File: src/rtl/hni_safe_fifo.sv
// Synchronous FIFO with registered occupancy flags, show-ahead read data,
// synchronous flush and sticky overflow/underflow error flags.
module hni_safe_fifo #(
  parameter int FIFO_WIDTH = 8,
  parameter int FIFO_DEPTH = 4,
  parameter int AFULL_LVL  = FIFO_DEPTH - 1,
  parameter int AEMPTY_LVL = 1,
  localparam int CNT_W     = $clog2(FIFO_DEPTH + 1)
) (
  input  logic                  clk,
  input  logic                  rst,
  input  logic                  flush,
  input  logic                  wr_en,
  input  logic [FIFO_WIDTH-1:0] wr_data,
  input  logic                  rd_en,
  input  logic                  err_clr,
  output logic [FIFO_WIDTH-1:0] rd_data,
  output logic                  full,
  output logic                  empty,
  output logic                  afull,
  output logic                  aempty,
  output logic [CNT_W-1:0]      count,
  output logic                  ovf_err,
  output logic                  udf_err
);

  localparam int PTR_W = (FIFO_DEPTH > 1) ? $clog2(FIFO_DEPTH) : 1;

  localparam logic [PTR_W-1:0] PTR_LAST = PTR_W'(FIFO_DEPTH - 1);
  localparam logic [CNT_W-1:0] DEPTH_C  = CNT_W'(FIFO_DEPTH);
  localparam logic [CNT_W-1:0] AFULL_C  = CNT_W'(AFULL_LVL);
  localparam logic [CNT_W-1:0] AEMPTY_C = CNT_W'(AEMPTY_LVL);

  logic [FIFO_WIDTH-1:0] mem [FIFO_DEPTH];
  logic [PTR_W-1:0]      wr_ptr;
  logic [PTR_W-1:0]      rd_ptr;
  logic [CNT_W-1:0]      count_nxt;
  logic                  rd_acc;
  logic                  wr_acc;
  logic                  ovf_set;
  logic                  udf_set;

  // A write into a full FIFO is only allowed when a read frees a slot the same cycle.
  assign rd_acc  = rd_en & ~empty & ~flush;
  assign wr_acc  = wr_en & ~flush & (~full | rd_acc);
  assign ovf_set = wr_en & ~flush & ~wr_acc;
  assign udf_set = rd_en & ~flush & empty;

  assign rd_data = empty ? '0 : mem[rd_ptr];

  always_comb begin
    count_nxt = count;
    if (flush) begin
      count_nxt = '0;
    end else if (wr_acc && !rd_acc) begin
      count_nxt = count + CNT_W'(1);
    end else if (rd_acc && !wr_acc) begin
      count_nxt = count - CNT_W'(1);
    end
  end

  always_ff @(posedge clk) begin
    if (wr_acc) begin
      mem[wr_ptr] <= wr_data;
    end
  end

  always_ff @(posedge clk or posedge rst) begin
    if (rst) begin
      wr_ptr <= '0;
      rd_ptr <= '0;
    end else if (flush) begin
      wr_ptr <= '0;
      rd_ptr <= '0;
    end else begin
      if (wr_acc) begin
        wr_ptr <= (wr_ptr == PTR_LAST) ? '0 : wr_ptr + PTR_W'(1);
      end
      if (rd_acc) begin
        rd_ptr <= (rd_ptr == PTR_LAST) ? '0 : rd_ptr + PTR_W'(1);
      end
    end
  end

  // Flags are derived from count_nxt so they line up with count on the same edge.
  always_ff @(posedge clk or posedge rst) begin
    if (rst) begin
      count  <= '0;
      full   <= 1'b0;
      empty  <= 1'b1;
      afull  <= 1'b0;
      aempty <= 1'b1;
    end else begin
      count  <= count_nxt;
      full   <= (count_nxt == DEPTH_C);
      empty  <= (count_nxt == '0);
      afull  <= (count_nxt >= AFULL_C);
      aempty <= (count_nxt <= AEMPTY_C);
    end
  end

  always_ff @(posedge clk or posedge rst) begin
    if (rst) begin
      ovf_err <= 1'b0;
      udf_err <= 1'b0;
    end else begin
      ovf_err <= ovf_set | (ovf_err & ~err_clr);
      udf_err <= udf_set | (udf_err & ~err_clr);
    end
  end

endmodule
File: config.mk
export PLATFORM = sky130hd
export DESIGN_NAME = hni_safe_fifo
export DESIGN_NICKNAME = d
export VERILOG_FILES = /design/src/rtl/hni_safe_fifo.sv
export SDC_FILE = /design/constraint.sdc
export NUM_CORES = 1
export LEC_CHECK = 0
export ABC_AREA = 0
export BUFFER_PORTS_ARGS = -buffer_cell sky130_fd_sc_hd__buf_4
export CORE_MARGIN = 5
export CORE_UTILIZATION = 55
export DETAILED_ROUTE_END_ITERATION = 6
export GPL_ROUTABILITY_DRIVEN = 0
export PLACE_DENSITY = 0.8
export SLEW_MARGIN = 20
export SYNTH_ARGS = -nofsm -noshare
export SYNTH_HDL_FRONTEND = slang
export SYNTH_SLANG_ARGS = --single-unit
File: constraint.sdc
create_clock -name clk -period 2.28 [get_ports clk]
set_clock_uncertainty 0.2 [all_clocks]
set_input_delay 0.57 -clock clk [delete_from_list [all_inputs] [get_ports clk]]
set_output_delay 0.57 -clock clk [all_outputs]
set_load 0.03 [all_outputs]
==> metrics.yaml, run 1 <==
cp_data_required_time_ns: 1.51
finalHoldViolations: 0
p_comb_frac: 0.327
p_leak_uw: 0.000984
drive_above_1_share: 0.364
yosysMostFrequentCell: "edfxtp_1"
fin_cells: 221
nNetsFinal: 193
crit_path_max_fanout: 8
finalCritPeriodShare: 1.06
failed_checks: "negative setup slack"
grt_start_max_net_pins: 15
reg2reg_depth: 6
synth_top_area_share: 0.478
start_util: 0.558
synth_area_leaders: "edfxtp_1 (48%), dfrtp_1 (14%), mux4_2 (9.0%)"
seq_area_frac_synth: 0.641
finalPower_uw: 2380
placed_area_mm2: 0.00238
max-vdd-ir-drop_mv: 0.511
timing.final.crit_period_ns: 2.42
grt_pass1_vias: 1396
yosys-top-cells-count: "edfxtp_1 (32), nor2b_1 (12), dfrtp_1 (11)"
synth_cell_types: 39
antenna_found_initial: 0
vias_per_cell: 5.51
whs_ns: 0.102
row_count: 22
slew_viol_final: 0
clockBufferDepth: 2
synth_flop_cell: "edfxtp_1"
grt_usage: 0.179
power.density_mw_per_mm2: 945
endpoint_kind: "primary output"
outcome: "finished, violations left"
slew_headroom: 0.668
reg2reg_to: "full"
dieArea_mm2: 0.00497
coreArea_mm2: 0.00361
critPathKind: "flop to primary output"
io_pins: 31
synth_edf_count: 32
gr-total-overflow: 0
cts_tree: "done"
yosysWarnings: 0
fin_area_mm2: 0.00252
setup_tns_ns: -0.969
async_reset_ff_frac: 0.289
grt_setup_unrepaired: "true"
synth_fp_nets: 153
hp-class: "primary input to asynchronous set/reset pin"
cts_buffers: 5
startpoint_type: "flop"
num_vias: 1217
cap_violations: 0
crit_start: "rd_ptr[0]"
wl_per_cell_um: 17.8
internal_power_uw: 1630
clock-sinks: 45
ant_nets: 0
seq_power_share: 0.432
timing.fmax_mhz: 413
syn_avg_cell_area_um2: 15.2
switchingPower_uw: 756
power.share.clock: 0.241
diodes: 0
clk-insertion-delay-late_ns: 0.29
clock-root-buffer: "clkbuf_8"
swShare: 0.317
r2r_setup_slack_ns: 0.08
cp.arrival_ns: 1.65
die_w_um: 70.5
synth_area_mm2: 0.00201
io_buffers: 30
setup_viol: 8
drt_iter0_markers: 146
drc_errors: 0
dp_hpwl_um: 2960
path_clk_slew_ns: 0.08
layout_setup_ws_ns: -0.139
syn_inst: 132
synth_top_area_cell: "edfxtp_1"
r2r-start: "count[0]"
dp_cells: 212
htree_levels: 2
die_h_um: 70.5
dr.pass1.iters: 4
cts_hold_buffers: 0
wirelength_um: 3940
worstMarginPinSlew_ns: 0.498
synthToLayoutAreaGrowth_pct: 25.4
grt_pass1_wl_um: 6710
ys_ff_latch: 45
[cell usage in the layout, fill, tap and decap left out, types with 2 or more instances in the layout]
cell       n
edfxtp_1  32
nor2b_2    2
inv_1     10
and2_1     4
buf_12     5
ha_1       7
buf_4     30
dfstp_2    2
buf_6      3
mux4_2     8
dfrtp_1   11
nor2_1     7
clkbuf_8   5
a21oi_1    2
nor3_1     3
nand2_1    4
nor2b_1    9
nand2b_1   2
a21o_1     2
o32ai_1    2
[metal layers]
layer | global-route usage | vias to the layer above | share of wire
li1 | - | 567 | -
met1 | 0.196 | 595 | 0.35
met2 | 0.321 | 45 | 0.57
met3 | 0.0460 | 10 | 0.055
met4 | 0.0830 | 0 | 0.024
met5 | 0 | - | 0
[cell type report]
class,instances,area (µm²)
flip-flops and latches,45,1290
fillers,261,1080
multi-input cells,72,666
repair buffers,38,359
clock buffers,5,68.8
well taps,48,60.1
clock inverters,3,41.3
inverters,10,37.5
[state kept, by name, summed over array words and instances (netlist names)]
name / count
count: 3
empty: 1
ovf_err: 1
aempty: 1
full: 1
rd_ptr: 2
afull: 1
udf_err: 1
wr_ptr: 2
mem: 32
[worst max path at each step]
stage	end	slack [ns]	cells after the start
final	rd_data[7]	-0.14	4
after CTS	rd_data[7]	-0.16	4
after global routing	rd_data[7]	-0.21	4
after global placement	rd_data[3]	0.15	4
after detailed placement	rd_data[7]	0.10	4
after floorplan	full	0.15	6
[through the flow]
stage,setup WS [ns],util
2_1_floorplan,0.146,-
3_3_place_gp,0.154,0.660
3_5_place_dp,0.103,0.660
4_1_cts,-0.160,0.693
5_1_grt,-0.211,0.699
6_report,-0.139,0.699
[logic make-up (layout without fill, tap and decap cells)]
family                   count (synthesis)  in the layout  synth area share
buffers and inverters                   15             56            0.0342
adder cells (fa/ha/maj)                  7              7            0.0436
XOR/XNOR                                 1              1           0.00436
multiplexers                            10             10             0.102
AND/OR/NAND/NOR                         37             37             0.108
flip-flops                              45             45             0.641
AO/OA/AOI/OAI                           17             17            0.0672
[power by group through the flow]
stage | combinational (µW) | clock (µW) | sequential (µW)
after CTS | 757 | 587 | 1030
after detailed placement | 747 | 0 | 1050
after floorplan | 415 | 0 | 1110
after global placement | 721 | 0 | 1040
after global routing | 836 | 624 | 1040
final | 780 | 574 | 1030
[critical path, cell delays in order (launching register included)]
cell and delay [ns]:
dfrtp_1 0.40, buf_12 0.15, mux4_2 0.50, nor2b_1 0.14
buf_4 0.16
[what timing repair did]
item,4_1_cts,5_1_grt
gates resized for setup,0,6
endpoints found under the setup margin,8,8
buffers inserted,1,0
endpoints found under the hold margin,0,0
Note: power is estimated with default switching activity, not from simulation.
==> run 2, diff against run 1 <==
--- a/config.mk
+++ b/config.mk
@@ -10,8 +10,8 @@
 export CORE_MARGIN = 5
 export CORE_UTILIZATION = 55
 export DETAILED_ROUTE_END_ITERATION = 6
-export GPL_ROUTABILITY_DRIVEN = 0
 export PLACE_DENSITY = 0.8
+export REMOVE_ABC_BUFFERS = 1
 export SLEW_MARGIN = 20
 export SYNTH_ARGS = -nofsm -noshare
 export SYNTH_HDL_FRONTEND = slang
==> constraint.sdc (replaced) <==
create_clock -name clk -period 2.65 [get_ports clk]
set_clock_uncertainty 0.2 [all_clocks]
set_input_delay 0.6625 -clock clk [delete_from_list [all_inputs] [get_ports clk]]
set_output_delay 0.6625 -clock clk [all_outputs]
set_load 0.03 [all_outputs]
==> metrics.yaml, run 2 (synthesized netlist as in run 1, its figures left out) <==
cp.arrival_ns: 1.68  # +0.03 ns
reg.largest.list: "mem: 32 flops, count: 3 flops"
wirelength_um: 3600  # -8.7%
row_count: 22  # unchanged
drc_errors: 0  # unchanged
timing.fmax_mhz: 394
grt_start_max_net_pins: 17  # +2
htree_levels: 2  # unchanged
dieArea_mm2: 0.00497  # unchanged
dr.pass1.iters: 4  # unchanged
clockBufferDepth: 2  # unchanged
filler_cell_count: 255  # -2.3%
io_buffers: 30  # unchanged
clock-sinks: 45  # unchanged
reg2reg_depth: 4  # -2
critPathKind: "flop to primary output"
setup_viol: 0  # -8
startpoint_type: "flop"
nNetsFinal: 187  # -3.1%
ant_nets: 0  # unchanged
r2r_setup_slack_ns: 0.46  # +0.38 ns
diodes: 0  # unchanged
num_vias: 1190  # -2.2%
dp_hpwl_um: 2630  # -11%
reg2reg_to: "afull"
regMostFlops: "mem"
cp-endpoint: "rd_data[2]"
place.gp.congestion: 0.925
drive_above_1_share: 0.329  # -0.0348
path_clk_slew_ns: 0.08  # about the same
synthToLayoutAreaGrowth_pct: 19.2
outcome: "complete, no violations"
whs_ns: 0.179  # +0.0772 ns
grt_pass1_vias: 1239  # -11%
die_w_um: 70.5  # unchanged
r2r-start: "empty"
fin_cells: 215  # -2.7%
finalCritPeriodShare: 0.958
worstMarginPinSlew_ns: 0.484  # -0.0132 ns
slew_viol_final: 0  # unchanged
endpoint_kind: "primary output"
antenna_found_initial: 0  # unchanged
grt_usage: 0.165  # -0.0145
cts_buffers: 5  # unchanged
p_leak_uw: 0.000937  # -4.8%
cts_hold_buffers: 0  # unchanged
power.density_mw_per_mm2: 841  # -11%
setup_tns_ns: 0  # +0.969 ns
clk-insertion-delay-late_ns: 0.30  # about the same
cts_tree: "done"
start_util: 0.558  # unchanged
gr-total-overflow: 0  # unchanged
cap_violations: 0  # unchanged
post_cts_buffers: 0  # -1
cp_data_required_time_ns: 1.79  # +0.28 ns
slew_headroom: 0.677  # +0.00883
coreArea_mm2: 0.00361  # unchanged
io_pins: 31  # unchanged
drt_iter0_markers: 95  # -35%
clock-root-buffer: "clkbuf_8"
wl_per_cell_um: 16.7  # -6.2%
largest_register_ff_count: 32  # unchanged
hp-class: "primary input to asynchronous set/reset pin"
vias_per_cell: 5.53  # +0.51%
timing.final.crit_period_ns: 2.54
crit_path_max_fanout: 7  # -1
dp_cells: 207  # -2.4%
die_h_um: 70.5  # unchanged
finalHoldViolations: 0  # unchanged
cts_resized: 0  # unchanged
layout_common_cells: "buf_4 (32), edfxtp_1 (32), nor2b_1 (12)"
grt_setup_unrepaired: "false"
crit_start: "rd_ptr[0]"
grt_pass1_wl_um: 6210  # -7.4%
max-vdd-ir-drop_mv: 0.421  # -18%
## run 2: cell count changes in the layout (fill, tap and decap cells not counted), sizes merged
cell,before,now
buf,38,32
inv,10,12
clkinv,1,0
clkinvlp,1,0
## run 2: layer usage
| metal | up-vias | GRT usage | part of all wire |
|---|---|---|---|
| met5 | - | 0 | 0 |
| met2 | 37 | 0.270 | 0.50 |
| met1 | 594 | 0.209 | 0.43 |
| met4 | 0 | 0.0532 | 0.014 |
| li1 | 552 | - | - |
| met3 | 7 | 0.0489 | 0.061 |
## run 2: worst max-delay path, cell delays in order, from the launching register on
cell and delay (ns):
dfrtp_1 0.36, buf_4 0.18, mux4_2 0.51, nor2b_1 0.16
buf_4 0.18
## run 2: cell type report
type / instances / area [µm²] / area share
clock buffers: 5 / 68.8 / 0.0287
clock inverters: 3 / 47.5 / 0.0198
inverters: 10 / 37.5 / 0.0157
multi-input cells: 72 / 653 / 0.273
flip-flops and latches: 45 / 1290 / 0.538
well taps: 48 / 60.1 / 0.0251
repair buffers: 32 / 240 / 0.100
## run 2: through the flow
stage	total power, µW	utilization	setup WS, ns	instance area [µm²]
2_1_floorplan	1290	-	0.393	1980
6_report	2020	0.664	0.112	2400
5_1_grt	2130	0.664	0.0230	2400
3_5_place_dp	1510	0.632	0.317	2280
4_1_cts	2040	0.664	0.0837	2400
3_3_place_gp	1490	0.632	0.406	2280
## run 2: power breakdown
group	total [µW]	switching (µW)	internal [µW]	leakage (µW)
Clock	524	237	287	0.0000591
Sequential	899	73.5	826	0.000459
Combinational	593	339	253	0.000418
Total	2020	650	1370	0.000937
## run 2: how the worst min path moves through the flow
stage,start,to,slack [ns],cells after the start
5_1_grt,rst,count[1],0.23,2
2_1_floorplan,rst,afull,0.34,1
6_report,rst,wr_ptr[0],0.18,2
3_5_place_dp,udf_err,udf_err,0.31,1
3_3_place_gp,udf_err,udf_err,0.29,1
4_1_cts,rst,count[2],0.19,2
==> run 3, diff against run 2 <==
==> constraint.sdc (replaced) <==
create_clock -name clk -period 2.65 [get_ports clk]
set_clock_uncertainty 0.2 [all_clocks]
set_input_delay 0.3975 -clock clk [delete_from_list [all_inputs] [get_ports clk]]
set_output_delay 0.3975 -clock clk [all_outputs]
set_load 0.03 [all_outputs]
==> metrics.yaml, run 3 (synthesized netlist as in run 1, its figures left out) <==
finalCritPeriodShare: 0.853  # -0.105
grt_usage: 0.165  # +0.000611
fin_area_mm2: 0.00240  # unchanged
clock-sinks: 45  # unchanged
cts_tree: "done"
dr.pass1.iters: 4  # unchanged
wl_per_cell_um: 17.7  # +5.6%
p_comb_frac: 0.303  # +0.009
io_pins: 31  # unchanged
setup_tns_ns: 0  # unchanged
clock-root-buffer: "clkbuf_8"
max-vdd-ir-drop_mv: 0.405  # -3.8%
startpoint_type: "flop"
vias_per_cell: 5.50  # -0.63%
die_h_um: 70.5  # unchanged
layout_common_cells: "buf_4 (32), edfxtp_1 (32), nor2b_1 (12)"
reg.largest.list: "mem: 32 flops, count: 3 flops"
grt_pass1_wl_um: 6290  # +1.3%
ant_nets: 0  # unchanged
coreArea_mm2: 0.00361  # unchanged
crit_path_max_fanout: 7  # unchanged
regMostFlops: "mem"
drt_iter0_markers: 93  # -2.1%
place_ws_ns: 0.527  # +0.210 ns
timing.fmax_mhz: 442  # +12%
worstMarginPinSlew_ns: 0.497  # +0.0130 ns
internal_power_uw: 1360  # -0.56%
synthToLayoutAreaGrowth_pct: 19.2  # unchanged
antenna_found_initial: 0  # unchanged
power.density_mw_per_mm2: 830  # -1.4%
drive_above_1_share: 0.315  # -0.0139
slowest_delay_ns: 0.52  # about the same
die_w_um: 70.5  # unchanged
timing.final.crit_period_ns: 2.26  # -0.278 ns
wirelength_um: 3820  # +6.1%
cts_buffers: 5  # unchanged
row_count: 22  # unchanged
dp_hpwl_um: 2760  # +4.9%
outcome: "complete, no violations"
critPathKind: "flop to primary output"
start_util: 0.558  # unchanged
cp_data_required_time_ns: 2.05  # +0.26 ns
grt_start_max_net_pins: 15  # -2
cap_violations: 0  # unchanged
drc_errors: 0  # unchanged
endpoint_kind: "primary output"
clk-insertion-delay-late_ns: 0.29  # about the same
diodes: 0  # unchanged
grt_setup_unrepaired: "false"
layout_setup_ws_ns: 0.390  # +0.278 ns
nNetsFinal: 188  # +0.53%
switchingPower_uw: 630  # -3.1%
p_leak_uw: 0.000935  # -0.23%
cp.arrival_ns: 1.66  # -0.02 ns
finalHoldViolations: 0  # unchanged
largest_register_ff_count: 32  # unchanged
placed_area_mm2: 0.00228  # unchanged
setup_viol: 0  # unchanged
grt_pass1_vias: 1263  # +1.9%
num_vias: 1188  # -0.17%
clockBufferDepth: 2  # unchanged
path_common_cell: "buf_4"
post_cts_buffers: 0  # unchanged
io_buffers: 30  # unchanged
slew_headroom: 0.668  # -0.00864
crit_slowest_cell: "mux4_2"
htree_levels: 2  # unchanged
gr-total-overflow: 0  # unchanged
seq_power_share: 0.452  # +0.006
hp-class: "primary input to flop"
swShare: 0.317  # -0.00560
power.share.clock: 0.245  # -0.015
place.gp.congestion: 0.910  # -1.7%
slew_viol_final: 0  # unchanged
dieArea_mm2: 0.00497  # unchanged
path_clk_slew_ns: 0.08  # about the same
cp_cell_sequence: "buf_4 > mux4_2 > nor2b_1 > buf_4"
## run 3: worst max-delay path: cells and delay by family (launching register included)
family | cells | cell delay [ns]
buffers and inverters | 2 | 0.35
muxes | 1 | 0.52
and+or+nand+nor | 1 | 0.15
DFF | 1 | 0.35
## run 3: area by class of cell
cell class	count	area, µm²
sequential	45	1290
clock inverter	2	33.8
clock buffer	6	72.6
fill	251	1210
inverter	10	37.5
multi-input combinational	72	653
tap	48	60.1
timing repair buffer	33	250
## run 3: metal layers
layer,routed length [µm],part of all wire,up-vias,global-route usage
li1,-,-,563,-
met1,1570,0.41,595,0.213
met2,2030,0.53,26,0.274
met3,181,0.047,4,0.0460
met4,40,0.010,0,0.0447
met5,0,0,-,0
## run 3: path summary, 6_finish.rpt
path                       cells past startpoint  slack (ns)         end  startpoint
min reg2reg                                    1        0.33     udf_err     udf_err
min                                            2        0.10     ovf_err     err_clr
min in group asynchronous                      3        0.48   wr_ptr[1]         rst
max                                            4        0.39  rd_data[2]   rd_ptr[0]
max reg2reg                                    3        0.48   mem[3][3]       empty
max in group asynchronous                      3        1.41       empty         rst
## run 3: power by group through the flow
stage	logic (µW)	registers, µW	clock network [µW]
3_5_place_dp	601	916	0
3_3_place_gp	584	910	0
5_1_grt	652	908	535
2_1_floorplan	310	983	0
4_1_cts	607	902	493
6_report	602	900	487
## run 3: through the flow
stage / cells / power, µW / hold slack (ns) / utilization
floorplan: 127 / 1290 / 0.0730 / -
CTS: 216 / 2000 / 0.0926 / 0.664
finish: 216 / 1990 / 0.101 / 0.664
global placement: 207 / 1490 / 0.240 / 0.632
global route: 216 / 2090 / 0.100 / 0.664
detailed placement: 207 / 1520 / 0.254 / 0.632
## run 3: timing repair
item,4_1_cts,5_1_grt
hold endpoints to repair,11,0
endpoints found under the setup margin,0,0
resized for setup,0,0
hold buffers,1,0
